===== config.mk =====
export PLATFORM = sky130hd
export DESIGN_NAME = cfo_corr_sched
export DESIGN_NICKNAME = d
export VERILOG_FILES = /design/src/rtl/cfo_corr_sched.sv
export SDC_FILE = /design/constraint.sdc
export NUM_CORES = 1
export LEC_CHECK = 0
export ABC_AREA = 1
export BUFFER_PORTS_ARGS = -buffer_cell sky130_fd_sc_hd__buf_2
export CORE_AREA = 2 2 115 117
export DETAILED_ROUTE_END_ITERATION = 10
export DIE_AREA = 0 0 117 119
export GPL_TIMING_DRIVEN = 1
export HOLD_SLACK_MARGIN = 0.03
export SETUP_SLACK_MARGIN = 0.05
export SYNTH_ARGS = -nofsm -noshare
export SYNTH_HDL_FRONTEND = slang
export SYNTH_SLANG_ARGS = --single-unit

===== constraint.sdc =====
create_clock -name clk -period 2.3 [get_ports clk]
set_input_delay 0 -clock clk [delete_from_list [all_inputs] [get_ports clk]]
set_output_delay 0 -clock clk [all_outputs]
set_load 0.03 [all_outputs]

===== src/rtl/cfo_corr_sched.sv =====
// Carrier-frequency-offset update scheduler. It applies new phase increments to the
// corrector only between packets, and holds run_rx low for a fixed flush window.
module cfo_corr_sched #(
    parameter int PHASE_WIDTH  = 24,
    parameter int DATA_WIDTH   = 32,
    parameter int FLUSH_CYCLES = 4,
    parameter int TIMEOUT      = 4096
) (
    input  logic                   clk,
    input  logic                   reset,
    input  logic                   enable,
    input  logic                   cfg_tvalid,
    output logic                   cfg_tready,
    input  logic [PHASE_WIDTH-1:0] cfg_tdata,
    input  logic                   s_tvalid,
    output logic                   s_tready,
    input  logic                   s_tlast,
    input  logic [DATA_WIDTH-1:0]  s_tdata,
    output logic                   m_tvalid,
    input  logic                   m_tready,
    output logic                   m_tlast,
    output logic [DATA_WIDTH-1:0]  m_tdata,
    output logic                   run_rx,
    output logic [PHASE_WIDTH-1:0] phase_cfo,
    output logic                   busy,
    output logic                   timeout_flag,
    output logic [15:0]            update_count
);

    // state    | meaning
    // IDLE     | stopped; cfg writes go straight to phase_cfo
    // RUN      | streaming; cfg write is captured as pending
    // WAIT_EOP | streaming; pending update waits for end of packet or timeout
    // FLUSH    | corrector halted while the new phase settles
    typedef enum logic [1:0] {ST_IDLE, ST_RUN, ST_WAIT_EOP, ST_FLUSH} state_t;

    localparam logic [7:0]  FLUSH_INIT = 8'(FLUSH_CYCLES - 1);
    localparam logic [15:0] TO_LAST    = 16'(TIMEOUT - 1);

    state_t                 r_state, w_state_nxt;
    logic [PHASE_WIDTH-1:0] r_pending, w_pending_nxt;
    logic [PHASE_WIDTH-1:0] r_phase, w_phase_nxt;
    logic [7:0]             r_flush_cnt, w_flush_cnt_nxt;
    logic [15:0]            r_to_cnt, w_to_cnt_nxt;
    logic [15:0]            r_upd_cnt, w_upd_cnt_nxt;
    logic                   r_in_pkt, w_in_pkt_nxt;
    logic                   r_timeout, w_timeout_nxt;

    logic w_pass, w_beat, w_eop, w_cfg_hs, w_body_beat;

    assign w_pass      = (r_state == ST_RUN) || (r_state == ST_WAIT_EOP);
    assign m_tvalid    = s_tvalid & w_pass;
    assign s_tready    = m_tready & w_pass;
    assign m_tdata     = s_tdata;
    assign m_tlast     = s_tlast;
    assign w_beat      = s_tvalid & s_tready;
    assign w_eop       = w_beat & s_tlast;
    assign w_body_beat = w_beat & ~s_tlast;

    assign cfg_tready   = (r_state == ST_IDLE) || (r_state == ST_RUN);
    assign w_cfg_hs     = cfg_tvalid & cfg_tready;
    assign run_rx       = w_pass;
    assign busy         = (r_state == ST_WAIT_EOP) || (r_state == ST_FLUSH);
    assign phase_cfo    = r_phase;
    assign timeout_flag = r_timeout;
    assign update_count = r_upd_cnt;

    always_ff @(posedge clk) begin
        if (reset) begin
            r_state     <= ST_IDLE;
            r_pending   <= '0;
            r_phase     <= '0;
            r_flush_cnt <= '0;
            r_to_cnt    <= '0;
            r_upd_cnt   <= '0;
            r_in_pkt    <= 1'b0;
            r_timeout   <= 1'b0;
        end else begin
            r_state     <= w_state_nxt;
            r_pending   <= w_pending_nxt;
            r_phase     <= w_phase_nxt;
            r_flush_cnt <= w_flush_cnt_nxt;
            r_to_cnt    <= w_to_cnt_nxt;
            r_upd_cnt   <= w_upd_cnt_nxt;
            r_in_pkt    <= w_in_pkt_nxt;
            r_timeout   <= w_timeout_nxt;
        end
    end

    always_comb begin
        w_state_nxt     = r_state;
        w_pending_nxt   = r_pending;
        w_phase_nxt     = r_phase;
        w_flush_cnt_nxt = r_flush_cnt;
        w_to_cnt_nxt    = r_to_cnt;
        w_upd_cnt_nxt   = r_upd_cnt;
        w_in_pkt_nxt    = r_in_pkt;
        w_timeout_nxt   = r_timeout;

        if (w_eop)
            w_in_pkt_nxt = 1'b0;
        else if (w_beat)
            w_in_pkt_nxt = 1'b1;

        case (r_state)
            ST_IDLE: begin
                if (w_cfg_hs)
                    w_phase_nxt = cfg_tdata;
                if (enable) begin
                    w_state_nxt     = ST_FLUSH;
                    w_flush_cnt_nxt = FLUSH_INIT;
                end
            end
            ST_RUN: begin
                if (w_cfg_hs) begin
                    w_pending_nxt = cfg_tdata;
                    // Already between packets: apply the fresh value on this same edge.
                    if (w_eop || (!r_in_pkt && !w_beat)) begin
                        w_state_nxt     = ST_FLUSH;
                        w_flush_cnt_nxt = FLUSH_INIT;
                        w_phase_nxt     = cfg_tdata;
                        w_upd_cnt_nxt   = r_upd_cnt + 16'd1;
                    end else begin
                        w_state_nxt  = ST_WAIT_EOP;
                        w_to_cnt_nxt = '0;
                    end
                end else if (!enable && (w_eop || (!r_in_pkt && !w_body_beat))) begin
                    w_state_nxt = ST_IDLE;
                end
            end
            ST_WAIT_EOP: begin
                w_to_cnt_nxt = r_to_cnt + 16'd1;
                if (w_eop || (r_to_cnt == TO_LAST)) begin
                    w_state_nxt     = ST_FLUSH;
                    w_flush_cnt_nxt = FLUSH_INIT;
                    w_phase_nxt     = r_pending;
                    w_upd_cnt_nxt   = r_upd_cnt + 16'd1;
                    if (!w_eop) begin
                        w_timeout_nxt = 1'b1;
                        w_in_pkt_nxt  = 1'b0;
                    end
                end
            end
            ST_FLUSH: begin
                if (r_flush_cnt == 8'd0)
                    w_state_nxt = enable ? ST_RUN : ST_IDLE;
                else
                    w_flush_cnt_nxt = r_flush_cnt - 8'd1;
            end
            default: w_state_nxt = ST_IDLE;
        endcase
    end

endmodule

* Yosys cells after proc, flatten, opt, wreduce, memory -nomap -nowiden
Index checks and enable logic that the tools add are counted.
** Word-level totals
- Memories :: 0
- Output and inout bits :: 79
- Latch bits :: 0
- Word-level logic and storage cells :: 87
- ROM bits :: 0
- Flip-flop bits (word level) :: 92
- Bits in writable memories :: 0
- Input bits :: 63
** Cells by class
- Shift operators :: 0
- Add/subtract/negate cells :: 3
- Div/mod/pow operators :: 0
- Bitwise operators :: 8
- Equal/unequal tests :: 13
- Magnitude comparators :: 0
- Reductions and logical operators :: 24
- Multipliers :: 0
- Mux-type cells :: 31
** Operators with widths (number)
- two-way mux 24 bit :: 4
- two-way mux 16 bit :: 5
- one-hot mux 24 bit (3 select lines) :: 1
- one-hot mux 16 bit (2 select lines) :: 2
- two-way mux 8 bit :: 5
- adder 16 x 1 -> 16 bit, second input constant :: 2
- one-hot mux 8 bit (4 select lines) :: 1
- == test 16 x 12 -> 1 bit, second input constant :: 1
- two-way mux 2 bit :: 5
- inequality test 2 bit, second input constant :: 5
- AND reduction 5 bit :: 2
- zero test 8 bit :: 1
- one-hot mux 2 bit (4 select lines) :: 1
- AND reduction 4 bit :: 2
- subtractor 8 x 1 -> 8 bit, second input constant :: 1
- two-way mux 1 bit :: 7
- bitwise AND 1 bit :: 6
- logical OR 1 bit :: 6
- inequality test 2 x 1 -> 1 bit, second input constant :: 3
- AND reduction 3 bit :: 2
- == test 2 bit, second input constant :: 2
- zero test 1 bit :: 4
- logical AND 1 bit :: 3
- inequality test 3 x 2 -> 1 bit, second input constant :: 1
- 6 further kinds :: 7

* Longest topological paths before layout
Gate-level depths: netlist of the first run.
- Depth after elaboration :: 12
- Mapped depth :: 12

* Worst setup path before layout of the first run
No wires, ideal clock.
- Kind :: register to register
- Start :: register r_state[0]
- End :: register r_upd_cnt[14], in the netlist update_count[14]
- Required time :: 2.169 ns
- Path buffers :: 1
- Data arrival time :: 1.868 ns
- Library setup time :: 0.131 ns
- Cell stages (with the launch flop) :: 11
- Setup slack :: 0.302 ns
- Path through :: dfxtp_1 -> inv_1 -> ha_1 -> nand4_4 -> nand3_4 -> nand2_1 -> inv_2 -> nand3_4 -> buf_6 -> nand2_1 -> a21oi_2
** On the way
- Word-level cells in the longest chain between the ends :: 9
- Elaborated cells between the ends (all ways) :: 19
- Those cells by class :: eq/ne (5); mux (1); bitwise (4); reduce/logical (9)
** RTL lines
- from (decl) :: line 40 : state_t r_state, w_state_nxt;
- from (signal assigned) :: line 79 : r_state <= w_state_nxt;
- == test 2 x 1 -> 1 bit or == test 2 bit (tied branches) :: line 51 : assign w_pass = (r_state == ST_RUN) || (r_state == ST_WAIT_EOP);
- logical OR 1 bit * :: line 51
- via run_rx :: line 23 : output logic run_rx,
- bitwise AND 1 bit * :: line 53 : assign s_tready = m_tready & w_pass;
- bitwise AND 1 bit * :: line 56 : assign w_beat = s_tvalid & s_tready;
- zero test 1 bit :: line 118 : if (w_eop || (!r_in_pkt && !w_beat)) begin
- logical AND 1 bit :: line 118
- logical OR 1 bit :: line 118
- inequality test 2 x 1 -> 1 bit (no source line)
- AND reduction 4 bit (no source line) *
- to (signal assigned) :: line 84 : r_upd_cnt <= w_upd_cnt_nxt;
- to (decl) :: line 45 : logic [15:0] r_upd_cnt, w_upd_cnt_nxt;
The timed path passes the listed nets; every way through them passes the cells marked *.
A chain may end at the register's enable or synchronous reset.

* Worst setup path in the final report of the first run
- Start :: register r_state[0]
- End :: register r_phase[9], in the netlist phase_cfo[9]
** On the way
- Word-level cells in the longest chain between the ends :: 9
- Elaborated cells between the ends (all ways) :: 20
- Those cells by class :: eq/ne (6); mux (1); bitwise (4); reduce/logical (9)
** RTL lines
- == test 2 x 1 -> 1 bit or == test 2 bit (tied branches) :: line 51, 60, 105
- logical OR 1 bit :: line 51
- bitwise AND 1 bit :: line 53
- bitwise AND 1 bit :: line 56
- zero test 1 bit :: line 118
- logical AND 1 bit :: line 118
- logical OR 1 bit :: line 118
- inequality test 2 x 1 -> 1 bit (no source line)
- AND reduction 5 bit (no source line)
- to (signal assigned) :: line 81 : r_phase <= w_phase_nxt;
- to (decl) :: line 42 : logic [PHASE_WIDTH-1:0] r_phase, w_phase_nxt;
Several ways; a longest one is shown, not always the timed one.

==> flow_summary.yaml, run 1 <==
worst_setup_path:
  critPathBufInv: 3
  crit_family: "simple AND/OR/NAND/NOR gates"
  cp.required_ns: 2.58
  cp_slowest_stage_delay_ns: 0.42
  rrSetupSlack_ns: 0.25
  worst-path-stages: 10
  cp.arrival_ns: 2.34
  cp_max_fo: 25
  end_kind: "register"
  start_kind: "register"
  path_class: "register to register"
  cp_slowest_cell: "ha_2"
  path_cells: "inv_1 > ha_2 > nand4_4 > nand3_4 > nand2_1 > inv_1 > nand2_4 > inv_4 > nor2_1 > nor2_1"
  ff2ff_path_depth: 10
cts:
  cts.sinks: 92
  clk_latency_ns: 0.35
  cts_buffer_depth: 2
  cts_made_buffers: 9
  cts-root-buf: "clkbuf_16"
  htree_num_levels: 3
  cts_tree: "built"
  post_cts_buffers: 0
  cts.reportedPaths.clkPinSlew_ns: 0.07
detailed_routing:
  drt-pass1-iter-count: 4
  routed_via_density: 4.851
  detail-route-antenna-nets: 0
  drt-total-wl_mm: 12.14
  dr_total_vias: 4822
  drt_iter0_markers: 234
  detail_route.drc_violations: 0
  routedWlPerCell_um: 12.21
sta:
  min_period_ns: 2.050
  maxSlewViolCount: 0
  post-route-period-util_pct: 89.15
  fin_setup_tns_ns: 0
  setup_viol: 0
  tightestPinTransition_ns: 0.5207
  fmax_mhz: 487.7
  hold_violations: 0
  layout_setup_ws_ns: 0.2497
  rsz0062_at_grt: "no"
  clock_skew_ns: 0.008719
  relSlewSlack_pct: 65.29
global_route:
  grt_max_degree: 58
  gr-usage-met1_pct: 21.39
  grt_pass1_wl_mm: 19.98
  grt_use_met3_pct: 4.478
  grt_pass1_vias: 4544
  grt.total_usage_pct: 17.65
  overflow: 0
  grt_use_met2_pct: 30.20
  grt_antenna_before_repair: 0
  top_usage_layer: "met2"
floorplanning:
  core-area_mm2: 0.01287
  rows: 42
  ios: 142
  start_util_pct: 38.80
  die_x_um: 117
  chipHeight_um: 119
  dieArea_mm2: 0.01392
logic_synthesis:
  avgSynthCellArea_um2: 6.872
  ys_ff_latch: 92
  synth_cell_types: 37
  yosysSeqAreaShare_pct: 36.86
  ys_warn_count: 0
  syn_nets: 798
  syn-cell-area_mm2: 0.004996
  syn_inst: 727
finish:
  drive_gt1_share_pct: 15.65
  final_common_cell: "nand2_1"
  diodes: 0
  utilization_pct: 47.14
  nNetsFinal: 884
  mostFrequentLayoutCells: "nand2_1 (140), nor2_1 (108), dfxtp_1 (92)"
  fillers: 1278
  area_growth_pct: 21.49
power_and_ir_drop:
  p_switching_mw: 3.425
  p_seq_share_pct: 31.0
  combPwrFrac_pct: 49.0
  pwr-share-clk_pct: 20.0
  peakVddDrop_v: 0.0008068
  power_density_mw_per_mm2: 1197
  leakage_nw: 2.677
  p_int_mw: 3.839
  netSwitchingFraction_pct: 47.15
placed_design:
  place.gp.congestion: 0.8462
  preCtsSetupSlack_ns: 0.1885
  io_buffers: 77
  hpwl_mm: 8.165
hold_path:
  hold_path_depth: 5
  worst_hold_path_type: "input port to register"
status:
  status: "complete, no violations"
job:
  drv_cap: 0
[path summary, 6_finish.rpt]
| path | end | startpoint |
|---|---|---|
| setup / recovery | phase_cfo[9] | r_state[0] |
| hold / removal | r_state[0] | enable |
| setup reg to reg | phase_cfo[9] | r_state[0] |
| hold reg to reg | timeout_flag | timeout_flag |
[flip-flops by register name, summed over array words and instances, names as in the netlist]
signal and count:
r_pending 24, r_to_cnt 16, r_flush_cnt 8, update_count 16, r_in_pkt 1, timeout_flag 1, r_state 2, phase_cfo 24
[power by group through the flow]
stage               clock, mW  sequential (mW)  combinational (mW)
detailed placement          0             2.29                3.42
global placement            0             2.26                3.34
global route             1.55             2.30                3.97
CTS                      1.49             2.25                3.57
floorplan                   0             2.68                2.46
finish                   1.45             2.25                3.56
[layout make-up]
class	instances	area [µm²]	area share [%]
inverters	79	299.0	4.927
repair buffers	140	998.5	16.45
clock inverters	4	31.28	0.5154
well taps	176	220.2	3.628
flip-flops and latches	92	1842	30.34
clock buffers	12	256.5	4.226
multi-input cells	491	2422	39.91
[metrics by stage]
step / total power, mW / instances / cell area [µm²] / hold WS [ns]
after floorplan: 5.138 / 727 / 4996 / 0.1317
after global placement: 5.604 / 922 / 5214 / 0.0002048
after detailed placement: 5.706 / 922 / 5214 / 0.0002048
after CTS: 7.313 / 994 / 6062 / 0.05628
after global routing: 7.828 / 994 / 6070 / 0.1101
final: 7.264 / 994 / 6070 / 0.06813
[per-layer routing]
layer  vias to the layer above  wire length, µm
li1                       2484                -
met1                      2190             5489
met2                       136             5871
met3                        12              623
met4                         0              154
met5                         -                0
[synthesized netlist by cell type (all sizes together)]
master	n	area share, %
or2	2	0.25
nand2	147	11
a211oi	2	0.30
ha	8	2.0
buf	51	7.8
xnor2	2	0.35
nor2	111	8.7
a21oi	59	6.1
dfxtp	92	37
nand4	31	4.2
o21ai	87	8.7
inv	79	6.0
xor2	5	0.88
nand3	27	4.1
nand3b	1	0.15
a21o	1	0.15
clkbuf	14	1.1
nor3b	1	0.15
o21bai	1	0.15
nor3	6	0.70
[worst register-to-register path, delay by kind of cell, from the launching register on]
family / cells / cell delay, ns
adder cells (fa/ha/maj): 1 / 0.42
buffers and inverters: 3 / 0.46
flip-flops: 1 / 0.37
AND/OR/NAND/NOR: 6 / 0.74
[cells by family after synthesis]
family	count (synthesis)	synth area share, %
XOR/XNOR	7	1.227
flip-flops	92	36.86
AND/OR/NAND/NOR	326	29.68
AO/OA/AOI/OAI	150	15.38
buffers and inverters	144	14.85
adder cells (fa/ha/maj)	8	2.004
[timing repair]
action,4_1_cts,5_1_grt
hold endpoints to repair,56,0
endpoints found under the setup margin,0,26
hold buffers,56,0
gates resized for setup,0,2
No activity file was read; power rests on OpenSTA's default activity.
==> run 2: changes to the inputs <==
==> constraint.sdc (replaced) <==
create_clock -name clk -period 2.5 [get_ports clk]
set_input_delay 0 -clock clk [delete_from_list [all_inputs] [get_ports clk]]
set_output_delay 0 -clock clk [all_outputs]
set_load 0.03 [all_outputs]
==> run 2 against run 1 <==
Flip-flop and latch count is the same. Largest cell class unchanged. Non-clock buffer count shrank 1. Worst setup slack gained 0.029 ns. Maximum frequency shrank 7.7%. Worst hold slack lost 0.0092 ns. Critical endpoint is now phase_cfo[20]. Sequential power shrank 8%. Sequential share of layout area is essentially flat. Total power shrank 8.6%.
==> flow_summary.yaml, run 2 (synthesized netlist as in run 1, its figures left out) <==
status:
  status: "complete, no violations"
sta:
  fin_setup_tns_ns: 0
  clock_skew_ns: 0.006532
  maxSlewViolCount: 0
  fmax_mhz: 450.2
  tightestPinTransition_ns: 0.4442
  hold_violations: 0
  setup_viol: 0
  relSlewSlack_pct: 70.16
  min_period_ns: 2.221
  post-route-period-util_pct: 88.85
  rsz0062_at_grt: "no"
  worst_hold_slack_ns: 0.05896
cts:
  cts_made_buffers: 9
  cts-resized-gates: 0
  post_cts_buffers: 0
  htree_num_levels: 3
  cts.sinks: 92
  cts-root-buf: "clkbuf_16"
  clk_latency_ns: 0.36
  cts_buffer_depth: 2
  cts_tree: "built"
  holdBufCountCts: 56
  cts.reportedPaths.clkPinSlew_ns: 0.07
global_route:
  grt_pass1_wl_mm: 19.24
  grt_max_degree: 49
  grt.total_usage_pct: 17.09
  grt_pass1_vias: 4344
  overflow: 0
  grt_antenna_before_repair: 0
worst_setup_path:
  end_kind: "register"
  cp.arrival_ns: 2.51
  reg2reg_to: "phase_cfo[20]"
  ff2ff_path_depth: 8
  rrSetupSlack_ns: 0.28
  crit_start: "r_state[0]"
  path_class: "register to register"
  start_kind: "register"
  cp.required_ns: 2.79
  endpoint: "phase_cfo[20]"
  cp_max_fo: 25
  rr_startpoint: "r_state[0]"
placed_design:
  dp.cells: 921
  place_area_mm2: 0.005206
  io_buffers: 77
  hpwl_mm: 7.941
  place.gp.congestion: 0.8389
finish:
  fin_area_mm2: 0.006073
  mostFrequentLayoutCells: "nand2_1 (140), nor2_1 (108), dfxtp_1 (92)"
  drive_gt1_share_pct: 15.54
  fin_cells: 993
  area_growth_pct: 21.56
  diodes: 0
  fillers: 1270
  final_common_cell: "nand2_1"
  nNetsFinal: 883
detailed_routing:
  routedWlPerCell_um: 11.85
  drt-total-wl_mm: 11.77
  routed_via_density: 4.778
  detail-route-antenna-nets: 0
  drt-pass1-iter-count: 4
  detail_route.drc_violations: 0
  dr_total_vias: 4745
  drt_iter0_markers: 243
floorplanning:
  chipHeight_um: 119
  ios: 142
  core-area_mm2: 0.01287
  die_x_um: 117
  start_util_pct: 38.80
  dieArea_mm2: 0.01392
  rows: 42
job:
  drv_cap: 0
hold_path:
  worst_hold_path_type: "input port to register"
power_and_ir_drop:
  peakVddDrop_v: 0.0006505
  power_mw: 6.636
  leakage_nw: 2.680
  power_density_mw_per_mm2: 1093
==> run 2: how the worst min path moves through the flow <==
stage                        endpoint  cells past startpoint         from  slack [ns]
after detailed placement  m_tdata[14]                      0  s_tdata[14]      0.0002
after global routing       r_state[0]                      5       enable        0.09
final                      r_state[0]                      5       enable        0.06
after CTS                  r_state[0]                      5       enable        0.06
after global placement    m_tdata[14]                      0  s_tdata[14]      0.0002
after floorplan            m_tdata[0]                      1   s_tdata[0]        0.13
==> run 2: metal layers <==
layer  vias up  global-route usage [%]  wire [µm]
li1       2484                       -          -
met1      2127                   21.86       5475
met2       124                   27.42       5446
met3        10                   4.478        669
met4         0                   6.471        178
met5         -                       0          0
==> run 2: layout make-up <==
type / count / area, µm² / share of cell area, %
flip-flops and latches: 92 / 1842 / 30.33
multi-input cells: 491 / 2415 / 39.76
clock inverters: 6 / 67.56 / 1.112
clock buffers: 10 / 239.0 / 3.935
well taps: 176 / 220.2 / 3.626
repair buffers: 139 / 991.0 / 16.32
inverters: 79 / 299.0 / 4.924
==> run 2: power by group <==
group | switching [mW] | total (mW) | internal (mW)
sequential | 0.220 | 2.07 | 1.85
clock | 0.649 | 1.38 | 0.734
combinational | 2.29 | 3.18 | 0.895
total | 3.16 | 6.64 | 3.48
==> run 2: worst max-delay path: stages, from the launching register on <==
cell and delay, ns:
dfxtp_1 0.36, inv_1 0.09, ha_1 0.45, nand4_4 0.21, nand3_4 0.32, nand2_4 0.24
inv_4 0.29, nor2_1 0.07, nor2_1 0.11
==> run 2: metrics by stage <==
stage	utilization [%]	worst slack [ns]
final	47.17	0.2786
after global routing	47.17	0.06345
after CTS	47.17	0.2450
after detailed placement	40.44	0.2569
after global placement	40.44	0.3698
after floorplan	-	0.5018
